===== src/rtl/mux2x1_arb_pkg.sv =====
// Shared types and helpers for the two-source round-robin packet arbiter.
package mux2x1_arb_pkg;

  // Arbiter FSM states: idle, or locked onto source A or source B.
  typedef enum logic [1:0] {
    IDLE  = 2'd0,
    GNT_A = 2'd1,
    GNT_B = 2'd2
  } state_t;

  // Mux select encodings (s=0 picks the A side, s=1 picks the B side).
  localparam logic SEL_A = 1'b0;
  localparam logic SEL_B = 1'b1;

  // Round-robin pick: on a tie the source that was not served last wins.
  function automatic state_t arb_pick(input logic a_v, input logic b_v,
                                      input logic last_served);
    state_t pick;
    pick = IDLE;
    if (a_v && b_v) begin
      pick = (last_served == SEL_A) ? GNT_B : GNT_A;
    end else if (a_v) begin
      pick = GNT_A;
    end else if (b_v) begin
      pick = GNT_B;
    end
    return pick;
  endfunction

endpackage


===== src/rtl/mux2x1_rr_arbiter_mux2x1.sv =====
// Single-bit 2:1 multiplexer cell: s=0 passes a, s=1 passes b.
module mux2x1 (
  input  logic s,
  input  logic a,
  input  logic b,
  output logic y
);

  assign y = s ? b : a;

endmodule


===== src/rtl/mux2x1_rr_arbiter.sv =====
// Round-robin, packet-locking arbiter sharing one mux2x1 datapath between two
// valid/ready sources and driving a registered single output stream.
module mux2x1_rr_arbiter
  import mux2x1_arb_pkg::*;
#(
  parameter int WIDTH     = 8,
  parameter int MAX_BEATS = 16
) (
  input  logic             clk,
  input  logic             rst_n,
  input  logic             a_valid,
  output logic             a_ready,
  input  logic [WIDTH-1:0] a_data,
  input  logic             a_last,
  input  logic             b_valid,
  output logic             b_ready,
  input  logic [WIDTH-1:0] b_data,
  input  logic             b_last,
  output logic             out_valid,
  input  logic             out_ready,
  output logic [WIDTH-1:0] out_data,
  output logic             out_last,
  output logic             out_src,
  output logic             err_long
);

  // Beat counter only has to reach MAX_BEATS-1; keep at least one bit.
  localparam int CNT_W = (MAX_BEATS > 1) ? $clog2(MAX_BEATS) : 1;
  localparam logic [CNT_W-1:0] CNT_LAST = CNT_W'(MAX_BEATS - 1);

  state_t           r_state;
  state_t           w_state_next;
  logic             r_last_served;
  logic [CNT_W-1:0] r_beat_cnt;
  logic             r_out_valid;
  logic [WIDTH-1:0] r_out_data;
  logic             r_out_last;
  logic             r_out_src;
  logic             r_err_long;

  logic             w_sel;
  logic             w_granted;
  logic             w_room;
  logic             w_x_valid;
  logic             w_x_last;
  logic [WIDTH-1:0] w_x_data;
  logic             w_accept;
  logic             w_force;
  logic             w_pkt_end;
  state_t           w_arb_idle;
  state_t           w_arb_end;

  assign w_sel     = (r_state == GNT_B);
  assign w_granted = (r_state == GNT_A) || (r_state == GNT_B);

  // Output register can take a new beat when empty or being drained this cycle.
  assign w_room  = !r_out_valid || out_ready;
  assign a_ready = (r_state == GNT_A) && w_room;
  assign b_ready = (r_state == GNT_B) && w_room;

  // Shared datapath: one mux cell per data bit plus one for last.
  generate
    for (genvar gi = 0; gi < WIDTH; gi++) begin : g_data_mux
      mux2x1 u_mux_data (
        .s (w_sel),
        .a (a_data[gi]),
        .b (b_data[gi]),
        .y (w_x_data[gi])
      );
    end
  endgenerate

  mux2x1 u_mux_last (
    .s (w_sel),
    .a (a_last),
    .b (b_last),
    .y (w_x_last)
  );

  assign w_x_valid = w_sel ? b_valid : a_valid;
  assign w_accept  = w_granted && w_x_valid && w_room;

  // A packet that reaches MAX_BEATS without last is cut off on this beat.
  assign w_force   = (r_beat_cnt == CNT_LAST) && !w_x_last;
  assign w_pkt_end = w_accept && (w_x_last || w_force);

  // From IDLE the last-served source loses ties; at packet end the source just
  // served loses ties so the other side gets the next packet without a bubble.
  assign w_arb_idle = arb_pick(a_valid, b_valid, r_last_served);
  assign w_arb_end  = arb_pick(a_valid, b_valid, w_sel);

  // Next-state logic: hold the grant until the current packet ends.
  always_comb begin
    w_state_next = r_state;
    case (r_state)
      IDLE:         w_state_next = w_arb_idle;
      GNT_A, GNT_B: if (w_pkt_end) w_state_next = w_arb_end;
      default:      w_state_next = IDLE;
    endcase
  end

  // State register, round-robin pointer and per-packet beat counter.
  always_ff @(posedge clk) begin
    if (!rst_n) begin
      r_state       <= IDLE;
      r_last_served <= SEL_B;
      r_beat_cnt    <= '0;
    end else begin
      r_state <= w_state_next;
      if (w_pkt_end) begin
        r_last_served <= w_sel;
        r_beat_cnt    <= '0;
      end else if (w_accept) begin
        r_beat_cnt <= r_beat_cnt + CNT_W'(1);
      end
    end
  end

  // Registered output stage; a held beat stays put until the sink takes it.
  always_ff @(posedge clk) begin
    if (!rst_n) begin
      r_out_valid <= 1'b0;
      r_out_data  <= '0;
      r_out_last  <= 1'b0;
      r_out_src   <= 1'b0;
    end else if (w_accept) begin
      r_out_valid <= 1'b1;
      r_out_data  <= w_x_data;
      r_out_last  <= w_x_last || w_force;
      r_out_src   <= w_sel;
    end else if (out_ready) begin
      r_out_valid <= 1'b0;
    end
  end

  // Sticky overlong-packet flag, cleared only by reset.
  always_ff @(posedge clk) begin
    if (!rst_n) begin
      r_err_long <= 1'b0;
    end else if (w_accept && w_force) begin
      r_err_long <= 1'b1;
    end
  end

  assign out_valid = r_out_valid;
  assign out_data  = r_out_data;
  assign out_last  = r_out_last;
  assign out_src   = r_out_src;
  assign err_long  = r_err_long;

endmodule


===== config.mk =====
export PLATFORM = sky130hd
export DESIGN_NAME = mux2x1_rr_arbiter
export DESIGN_NICKNAME = d
export VERILOG_FILES = /design/src/rtl/mux2x1_arb_pkg.sv /design/src/rtl/mux2x1_rr_arbiter_mux2x1.sv /design/src/rtl/mux2x1_rr_arbiter.sv
export SDC_FILE = /design/constraint.sdc
export NUM_CORES = 1
export LEC_CHECK = 0
export ABC_AREA = 1
export ABC_CLOCK_PERIOD_IN_PS = 2600
export BUFFER_PORTS_ARGS = -buffer_cell sky130_fd_sc_hd__buf_2
export CELL_PAD_IN_SITES_DETAIL_PLACEMENT = 1
export CELL_PAD_IN_SITES_GLOBAL_PLACEMENT = 1
export CORE_AREA = 4 4 60 62
export CTS_CLUSTER_DIAMETER = 60
export CTS_CLUSTER_SIZE = 30
export DETAILED_ROUTE_END_ITERATION = 6
export DIE_AREA = 0 0 64 66
export GPL_TIMING_DRIVEN = 1
export PLACE_DENSITY = 0.87
export SLEW_MARGIN = 20
export SYNTH_ARGS = -nofsm -noshare
export SYNTH_HDL_FRONTEND = slang
export SYNTH_SLANG_ARGS = --single-unit
export TNS_END_PERCENT = 10

===== constraint.sdc =====
create_clock -name clk -period 2.6 [get_ports clk]
set_input_delay 0.13 -clock clk [delete_from_list [all_inputs] [get_ports clk]]
set_output_delay 0.13 -clock clk [all_outputs]
set_load 0.01 [all_outputs]

# [After elaboration in Yosys (flattened, before gate mapping)]
# Cells that the tools add are included.
[word_totals] register_bits=19 out_inout_bits=14 elab_cells=51
[classes] n_reduce_logical=17 bitwise_logic=1 mux=20 eq_ne=4 n_addsub=1
[ops] cell="$mux 2" n=7
[ops] cell="$mux 1" n=12
[ops] cell="$logic_and 1x1->1" n=8
[ops] cell="$add 4x1->4 const B" n=1
[ops] cell="$eq 4x4->1 const B" n=1
[ops] cell="$pmux 2 s2" n=1
[ops] cell="$reduce_or 2->1" n=2
[ops] cell="$logic_or 1x1->1" n=3
[ops] cell="$eq 2x1->1 const B" n=1
[ops] cell="$eq 2x2->1 const B" n=1
[ops] cell="$logic_not 1->1" n=2
[ops] cell="$logic_not 2->1" n=1
[ops] cell="$ne 2x2->1 const B" n=1
[ops] cell="$reduce_bool 2->1" n=1
[ops] cell="$not 1->1" n=1

# [Depth between registers and ports, before layout]
# Gate-level depths: netlist (run 1).
[depth] ltp_word=8 mapped_depth=11 mapped_depth_nobuf=11

# [Hierarchy]
# From an unflattened synthesis (run 1), not the netlist that was laid out.
[hier_totals] hier_cells=165 area_unflattened_um2=1076.0
[modules_own_cells] mod="mux2x1_rr_arbiter" n_inst=1 area_each_um2=940.9 cells_per_inst=129
[modules_own_cells] mod="mux2x1" n_inst=9 area_each_um2=15.0 cells_per_inst=4

# [Worst setup path before layout (run 1)]
# OpenSTA, ideal clock, no wires.
[synth_path] path_kind="register -> register" startpoint="register r_state[1]" endpoint="register r_state[0]" slack_ns=1.221 arrival_ns=1.266 path_stages_with_launch=9 setup_time_ns=0.113 cell_sequence="dfxtp_1 inv_1 ha_1 buf_2 nand3_4 nor2_1 nor2_1 nor2_1 nor2_1"
[synth_between] elab_chain_len=7
[synth_lines] element="start, declared" line="mux2x1_rr_arbiter.sv:31" text="state_t r_state;"
[synth_lines] element="start signal, assigned" line="mux2x1_rr_arbiter.sv:109" text="r_state <= w_state_next;"
[synth_lines] element="$eq 2x2->1" line="mux2x1_rr_arbiter.sv:53, mux2x1_rr_arbiter.sv:54, mux2x1_rr_arbiter.sv:95"
[synth_lines] element="$mux 1" line="mux2x1_rr_arbiter_mux2x1.sv:9" text="assign y = s ? b : a;"
[synth_lines] element="$logic_not 1->1" line="mux2x1_rr_arbiter.sv:84" text="assign w_force = (r_beat_cnt == CNT_LAST) && !w_x_last;"
[synth_lines] element="$logic_and 1x1->1" line="mux2x1_rr_arbiter.sv:84"
[synth_lines] element="$logic_or 1x1->1" line="mux2x1_rr_arbiter.sv:85" text="assign w_pkt_end = w_accept && (w_x_last || w_force);"
[synth_lines] element="$logic_and 1x1->1" line="mux2x1_rr_arbiter.sv:85"
[synth_lines] element="$ne 2x2->1 (no line)"
# Parallel ways exist; a longest one is shown, timed or not. The select of a mux whose other input is x is not followed.
# A chain may end at the register's enable or synchronous reset.

# [Worst setup path after layout (run 1)]
[layout_path] startpoint="register r_state[0]" endpoint="output port b_ready"
[layout_between] elab_chain_len=2
[layout_lines] element="$eq 2x2->1"
[layout_lines] element="net g_data_mux[0].u_mux_data.s" line="mux2x1_rr_arbiter_mux2x1.sv:3" text="input logic s,"
[layout_lines] element="$logic_and 1x1->1" line="mux2x1_rr_arbiter.sv:59" text="assign b_ready = (r_state == GNT_B) && w_room;"
[layout_lines] element="end, declared" line="mux2x1_rr_arbiter.sv:16" text="output logic b_ready,"
# The timed path passes the listed nets, and every way through them passes these cells.

==> results.toml, run 1 <==
[run_status]
status = "finished clean"

[route]
post_drt_wl_per_cell_um = 12.0
viasPerCell = 4.51
routed_wl_um = 2850
ant_nets = 0
detailedRoute.firstPassIterationCount = 5
drtIter0Drc = 34
drc_errors = 0
vias = 1073

[synth]
syn_area_um2 = 1060
synth_area_leaders = "dfxtp_1 36%, nand2_1 23%, a21oi_1 7.6%"
synth_nets = 189
syn-instance-count = 160
synthFlopType = "dfxtp_1"
synth_cell_types = 21
yosysTopAreaCell = "dfxtp_1"
ys_seq_elements = 19
synthTopCellsByCount = "64 x nand2_1, 19 x dfxtp_1, 16 x a21oi_1"
synth_seq_area_share = 0.359
yosysTopAreaCellShare = 0.359
synth_most_common_cell = "nand2_1"
synth-edff-count = 0
async_flop_share = 0
synth_area_per_cell_um2 = 6.62
ys_warn_count = 0

[timing]
rsz0062_at_grt = "no"
relSlewSlack = 0.713
finalSetupViolCount = 0
hold_viol = 0
finalSetupTns_ns = 0
fin_crit_ns = 1.94
clock_skew_ns = 0.00158
fin_ws_ns = 0.655
tightest_slew_ns = 0.430
fmax_ghz = 0.514
min_period_over_period = 0.748
maxSlewViolCount = 0

[cts]
cts.sinks = 19
cts_tree = "built"
clock-root-buffer = "clkbuf_4"
cts.hold.buffers_added = 0
cts_setup_buffers = 0
cts.path.max_buffers = 2
clkSlewWorstSetupHoldPaths_ns = 0.11
clk_latency_ns = 0.30
cts_resized = 0
h-tree-depth = 1
cts_buffers = 3

[grt]
antenna_found_initial = 0
grt_pass1_wl_um = 5030
grt-ovfl-total = 0
grt_usage = 0.151
grt_max_degree = 20
grt_pass1_vias = 1143

[setup_path]
worstSetupStartpointType = "register"
critical_path_class = "register to output pin"
end_kind = "output pin"
cp.required_ns = 2.47
reg2reg_depth = 10
r2r_start = "r_state[0]"
r2r_slack_ns = 0.67
rr_endpoint = "r_beat_cnt[2]"
cp_max_fo = 11
startpoint = "r_state[0]"
arrival_ns = 1.81

[hold_path]
hold_end = "r_last_served"
hold_depth = 2
worstHoldStart = "rst_n"
hold_path.class = "input pin to register"

[die]
die_w_um = 64
coreArea_um2 = 3030
die_y_um = 66
start_util = 0.350
io_pins = 37
num_rows = 20
dieArea_um2 = 4220

[finish]
num-fill-cells = 416
diodes = 0
nets = 224
utilization = 0.422
syn2layout_area_growth_pct = 20.7
drive_gt1_frac = 0.237

[placed_design]
io_buffers = 36
routabilityCongestion = 0.775
place_ws_ns = 0.691
dp_hpwl_um = 2270

[power]
p_per_area_nw_per_um2 = 881
power.leakage_nw = 0.681
ir_worst_vdd_uv = 295

[job]
drv_cap = 0
## flip-flops by register name, summed over array words and instances, names as in the netlist
signal and flops:
r_beat_cnt 4, r_state 2, err_long 1, out_data 8, out_last 1, r_last_served 1, out_valid 1, out_src 1
## layer usage
metal  part of all wire  track usage  up-vias
met5                  0            0        -
met4              0.011       0.0485        0
met2               0.46        0.253       28
met3              0.064       0.0357        4
li1                   -            -      565
met1               0.47        0.189      476
## power by group
| part | internal [W] | leakage, nW | switching (W) |
|---|---|---|---|
| logic | 0.000197 | 0.509 | 0.000359 |
| registers | 0.000367 | 0.155 | 0.0000484 |
| clock network | 0.0000574 | 0.0177 | 0.0000967 |
## placed cells by master (no fill, tap or decap), types with 2 or more instances in the layout
master,instances
nand2_1,64
nand2_2,2
clkbuf_4,3
buf_2,36
nand3_1,9
ha_1,6
a21oi_1,16
nor2_1,15
dfxtp_1,19
inv_1,14
## cells by family after synthesis
| group | share of synthesized area |
|---|---|
| simple gates | 0.372 |
| buf+inv | 0.0946 |
| flops | 0.359 |
| compound gates | 0.0946 |
| xor+xnor | 0.00828 |
| fa+ha+maj | 0.0709 |
## worst max-delay path, cell delays in order (launching register included)
cell     delay (ns)
dfxtp_1        0.35
inv_1          0.13
ha_1           0.41
inv_1          0.28
nor2_1         0.19
buf_2          0.15
## layout make-up
class,count,area [µm²],share of cell area
tap,44,55.1,0.0431
inverter,15,56.3,0.0441
clock buffer,3,22.5,0.0176
clock inverter,1,5.00,0.00392
timing repair buffer,36,180,0.141
multi-input combinational,120,578,0.452
sequential,19,380,0.298
## per-stage QoR
| stage | cells | hold slack, ns | area [µm²] | power (W) |
|---|---|---|---|---|
| 2_1_floorplan | 160 | 0.229 | 1060 | 0.000838 |
| 6_report | 238 | 0.0602 | 1280 | 0.00113 |
| 4_1_cts | 238 | 0.0626 | 1280 | 0.00114 |
| 5_1_grt | 238 | 0.0750 | 1280 | 0.00125 |
| 3_5_place_dp | 234 | 0.380 | 1250 | 0.000983 |
| 3_3_place_gp | 234 | 0.372 | 1250 | 0.000964 |
## how the worst max path moves through the flow
stage | cells past startpoint | end
2_1_floorplan | 8 | r_state[0]
3_3_place_gp | 10 | r_beat_cnt[0]
3_5_place_dp | 10 | r_beat_cnt[2]
4_1_cts | 5 | b_ready
5_1_grt | 10 | r_beat_cnt[1]
6_report | 5 | b_ready
No activity file was read; power rests on OpenSTA's default activity.
==> run 2: changes to the inputs <==
--- a/config.mk
+++ b/config.mk
@@ -6,17 +6,17 @@
 export NUM_CORES = 1
 export LEC_CHECK = 0
 export ABC_AREA = 1
-export ABC_CLOCK_PERIOD_IN_PS = 2600
+export ABC_CLOCK_PERIOD_IN_PS = 1560
 export BUFFER_PORTS_ARGS = -buffer_cell sky130_fd_sc_hd__buf_2
 export CELL_PAD_IN_SITES_DETAIL_PLACEMENT = 1
 export CELL_PAD_IN_SITES_GLOBAL_PLACEMENT = 1
-export CORE_AREA = 4 4 60 62
+export CORE_AREA = 4 4 65 67
 export CTS_CLUSTER_DIAMETER = 60
 export CTS_CLUSTER_SIZE = 30
 export DETAILED_ROUTE_END_ITERATION = 6
-export DIE_AREA = 0 0 64 66
+export DIE_AREA = 0 0 69 71
 export GPL_TIMING_DRIVEN = 1
-export PLACE_DENSITY = 0.87
+export PLACE_DENSITY = 0.79
 export SLEW_MARGIN = 20
 export SYNTH_ARGS = -nofsm -noshare
 export SYNTH_HDL_FRONTEND = slang
==> constraint.sdc (replaced) <==
create_clock -name clk -period 1.56 [get_ports clk]
set_input_delay 0.078 -clock clk [delete_from_list [all_inputs] [get_ports clk]]
set_output_delay 0.078 -clock clk [all_outputs]
set_load 0.01 [all_outputs]
==> results.toml, run 2 (synthesis results as in run 1) <==
[route]
routed_wl_um = 3040
detailedRoute.firstPassIterationCount = 4
post_drt_wl_per_cell_um = 12.1
ant_nets = 0
viasPerCell = 4.48
drtIter0Drc = 30
drc_errors = 0
vias = 1124

[finish]
layout_commonest_cell = "nand2_1"
nets = 233
syn2layout_area_growth_pct = 35.8
mostFrequentLayoutCells = "64 x nand2_1, 36 x buf_2, 17 x dfxtp_1"
drive_gt1_frac = 0.330
final_cells = 251
num-fill-cells = 502
largest_reg_flops = 8
diodes = 0
final_cell_area_um2 = 1440
utilization = 0.396

[grt]
grt-ovfl-total = 0
antenna_found_initial = 0
grt_pass1_vias = 1099
grt_pass1_wl_um = 4990
grt_usage = 0.125
grt_max_degree = 12

[die]
start_util = 0.291
io_pins = 37
num_rows = 22
coreArea_um2 = 3630
die_y_um = 71
dieArea_um2 = 4900
die_w_um = 69

[placed_design]
routabilityCongestion = 0.777
dp_hpwl_um = 2330
place_inst = 245
postPlaceCellArea_um2 = 1310
io_buffers = 36

[cts]
cts.hold.buffers_added = 0
clk_latency_ns = 0.26
cts_tree = "built"
cts.path.max_buffers = 2
clock-root-buffer = "clkbuf_8"
cts_buffers = 3
clkSlewWorstSetupHoldPaths_ns = 0.07
h-tree-depth = 1
cts.sinks = 19

[timing]
fin_crit_ns = 1.46
finalSetupTns_ns = 0
tightest_slew_ns = 0.253
rsz0062_at_grt = "yes"
maxSlewViolCount = 0
relSlewSlack = 0.831
clock_skew_ns = 0.00573
fmax_ghz = 0.683
hold_ws_ns = 0.0580
finalSetupViolCount = 0
hold_viol = 0
min_period_over_period = 0.938

[power]
p_per_area_nw_per_um2 = 1550
ir_worst_vdd_uv = 480
power.leakage_nw = 0.727

[hold_path]
hold_path.class = "input pin to register"
worstHoldStart = "rst_n"

[setup_path]
end_kind = "register"
worstSetupStartpointType = "register"
arrival_ns = 1.66
r2r_start = "r_state[1]"
critical_path_class = "register to register"
cp.required_ns = 1.75
cp_max_fo = 6
startpoint = "r_state[1]"

[job]
drv_cap = 0

[run_status]
status = "finished clean"
[run 2: cell count changes in the layout (fill, tap and decap cells not counted), sizes merged]
| cell | previous run | this run |
|---|---|---|
| nand3 | 11 | 12 |
| clkbuf | 3 | 4 |
| buf | 36 | 44 |
| clkinv | 1 | 0 |
[run 2: layout make-up]
type / count / area (µm²) / area share
inverters: 15 / 61.3 / 0.0426
well taps: 48 / 60.1 / 0.0418
repair buffers: 44 / 244 / 0.170
clock buffers: 4 / 45.0 / 0.0313
multi-input cells: 121 / 642 / 0.446
flip-flops and latches: 19 / 385 / 0.268
[run 2: worst paths after layout]
path	slack, ns	cells past startpoint	to
setup / recovery	0.1	8	r_state[0]
hold / removal	0.06	2	r_last_served
setup reg to reg	0.1	8	r_state[0]
hold reg to reg	0.47	2	out_data[0]
[run 2: stage by stage]
step	power [W]	setup slack (ns)
finish	0.00222	0.0965
global route	0.00242	-0.0359
CTS	0.00213	0.0304
detailed placement	0.00174	-0.0175
global placement	0.00172	-0.0326
floorplan	0.00140	0.181
[run 2: per-layer routing]
metal,global-route usage,wire length (µm),vias to the layer above
met3,0.0256,164,9
met5,0,0,-
met4,0.0759,91,0
li1,-,-,586
met1,0.148,1280,497
met2,0.208,1500,32
[run 2: worst max-delay path, stage by stage, from the launching register on]
cell     delay, ns
dfxtp_2       0.38
inv_1         0.12
ha_4          0.33
nand2_1       0.07
nor2_2        0.12
nand3_2       0.14
nand3_1       0.11
nand2_1       0.05
nor2_1        0.07
[run 2: where the power goes]
part,leakage (nW),internal [W],switching (W),total (W)
registers,0.156,0.000619,0.0000908,0.000710
logic,0.549,0.000490,0.000685,0.00117
clock network,0.0228,0.000182,0.000157,0.000338
total,0.727,0.00129,0.000932,0.00222
[run 2: repair_timing]
action                                  4_1_cts  5_1_grt
buffers inserted                              0        1
pin swaps                                     0        2
gates cloned                                  0        1
endpoints found under the setup margin        7       18
gates resized for setup                       8       14
==> run 3: changes to the inputs <==
--- a/config.mk
+++ b/config.mk
@@ -16,9 +16,10 @@
 export DETAILED_ROUTE_END_ITERATION = 6
 export DIE_AREA = 0 0 69 71
 export GPL_TIMING_DRIVEN = 1
-export PLACE_DENSITY = 0.79
+export PLACE_DENSITY = 0.8
 export SLEW_MARGIN = 20
 export SYNTH_ARGS = -nofsm -noshare
 export SYNTH_HDL_FRONTEND = slang
+export SYNTH_HIERARCHICAL = 1
 export SYNTH_SLANG_ARGS = --single-unit
 export TNS_END_PERCENT = 10
==> results.toml, run 3 <==
[timing]
finalSetupViolCount = 0
relSlewSlack = 0.735
hold_viol = 0
clock_skew_ns = 0.00186
min_period_over_period = 0.945
maxSlewViolCount = 0
fmax_ghz = 0.679
hold_ws_ns = 0.0829
tightest_slew_ns = 0.397
fin_crit_ns = 1.47

[power]
intPower_w = 0.00144
clkPwrFrac = 0.141
power.leakage_nw = 0.758
p_total_w = 0.00263
p_per_area_nw_per_um2 = 1790
switchingPower_w = 0.00118
p_sw_frac = 0.451
ir_worst_vdd_uv = 527
power_frac_comb = 0.588
seq_power_share = 0.271

[grt]
grt_max_degree = 20
grt_usage = 0.125
grt_pass1_vias = 1099
grt-ovfl-total = 0
grt_pass1_wl_um = 5020
antenna_found_initial = 0

[synth]
synth-edff-count = 0
synth_area_leaders = "dfxtp_1 35%, nand2_1 24%, a21oi_1 8.8%"
async_flop_share = 0
synthFlopType = "dfxtp_1"
synth_seq_area_share = 0.353
yosysTopAreaCell = "dfxtp_1"
ys_warn_count = 6
yosysTopAreaCellShare = 0.353
syn-instance-count = 165
ys_seq_elements = 19
syn_area_um2 = 1080
synth_nets = 194
synthTopCellsByCount = "70 x nand2_1, 25 x inv_1, 19 x a21oi_1, 19 x dfxtp_1, 7 x nor2_1"
synth_cell_types = 19
synth_area_per_cell_um2 = 6.52
synth_most_common_cell = "nand2_1"

[route]
post_drt_wl_per_cell_um = 12.4
viasPerCell = 4.41
ant_nets = 0
drc_errors = 0
routed_wl_um = 3190
detailedRoute.firstPassIterationCount = 4
drtIter0Drc = 68
vias = 1137

[finish]
largest_reg_flops = 8
syn2layout_area_growth_pct = 36.0
nets = 240
diodes = 0
utilization = 0.403
layout_commonest_cell = "nand2_1"
mostFrequentLayoutCells = "69 x nand2_1, 36 x buf_2, 24 x inv_1"
drive_gt1_frac = 0.295
final_cells = 258

[cts]
cts.path.max_buffers = 2
clock-root-buffer = "clkbuf_8"
cts_buffers = 3
cts.hold.buffers_added = 0
cts.sinks = 19
clk_latency_ns = 0.26
clkSlewWorstSetupHoldPaths_ns = 0.08
h-tree-depth = 1
cts_tree = "built"

[die]
coreArea_um2 = 3630
io_pins = 37
die_y_um = 71
num_rows = 22
die_w_um = 69
dieArea_um2 = 4900
start_util = 0.296

[placed_design]
place_inst = 252
routabilityCongestion = 0.812
dp_hpwl_um = 2400
io_buffers = 36

[setup_path]
critical_path_class = "register to register"
cp_max_fo = 6
cp.required_ns = 1.73
end_kind = "register"
worstSetupStartpointType = "register"
arrival_ns = 1.64

[run_status]
status = "finished clean"

[job]
drv_cap = 0

[hold_path]
hold_path.class = "input pin to register"
## run 3: layout make-up
class                           instances  area, µm²
Tap cell                               48       60.1
Multi-Input combinational cell        116        607
Sequential cell                        19        383
Inverter                               26        103
Clock inverter                          1       7.51
Clock buffer                            3       41.3
Timing Repair Buffer                   45        263
Fill cell                             500       2170
## run 3: logic make-up after synthesis
family / after synthesis / share of synthesized area
AOI/OAI and AO/OA: 21 / 0.100
xor gates and xnor gates: 1 / 0.00814
adders and majority gates: 6 / 0.0698
DFF: 19 / 0.353
buffers and inverters: 30 / 0.114
and+or+nand+nor: 88 / 0.355
## run 3: layer usage
layer  share of wire  vias to the layer above  GRT usage
met5               0                        -          0
met4           0.017                        0     0.0542
met3           0.018                        4    0.00994
met2            0.53                       15      0.229
met1            0.44                      526      0.148
li1                -                      592          -
## run 3: timing repair
item | in CTS | in global routing
pin swaps | 0 | 1
endpoints found under the setup margin | 3 | 18
endpoints found under the hold margin | 0 | 0
cloned | 0 | 0
gates resized for setup | 4 | 11
buffers inserted | 0 | 2
## run 3: per-stage QoR
stage | worst slack (ns) | cell area [µm²] | TNS (ns)
2_1_floorplan | 0.0378 | 1080 | 0
3_3_place_gp | 0.0444 | 1350 | 0
3_5_place_dp | -0.0111 | 1350 | -0.0137
4_1_cts | -0.00101 | 1410 | -0.00101
5_1_grt | -0.0510 | 1460 | -0.145
6_report | 0.0863 | 1460 | 0
## run 3: worst max-delay path, stage by stage, from the launching register on
cell,delay [ns]
dfxtp_2,0.38
inv_4,0.07
ha_4,0.17
inv_1,0.05
nand2_1,0.04
nand2_1,0.07
inv_1,0.05
nand2_2,0.08
nand4_4,0.12
nand2_1,0.19
inv_1,0.06
nand2_1,0.06
inv_1,0.03
## run 3: path summary, 6_finish.rpt
kind	startpoint	end	slack, ns	cells past startpoint
worst max register to register	r_state[0]	r_beat_cnt[3]	0.09	12
worst min-delay path	rst_n	r_last_served	0.08	2
worst max-delay path	r_state[0]	r_beat_cnt[3]	0.09	12
worst min register to register	out_data[4]	out_data[4]	0.46	2
## run 3: power groups by stage
stage | Combinational [W] | Sequential, W | Clock, W
after floorplan | 0.000898 | 0.000713 | 0
after detailed placement | 0.00137 | 0.000696 | 0
after global routing | 0.00174 | 0.000727 | 0.000403
after CTS | 0.00141 | 0.000689 | 0.000373
after global placement | 0.00133 | 0.000688 | 0
final | 0.00154 | 0.000711 | 0.000371
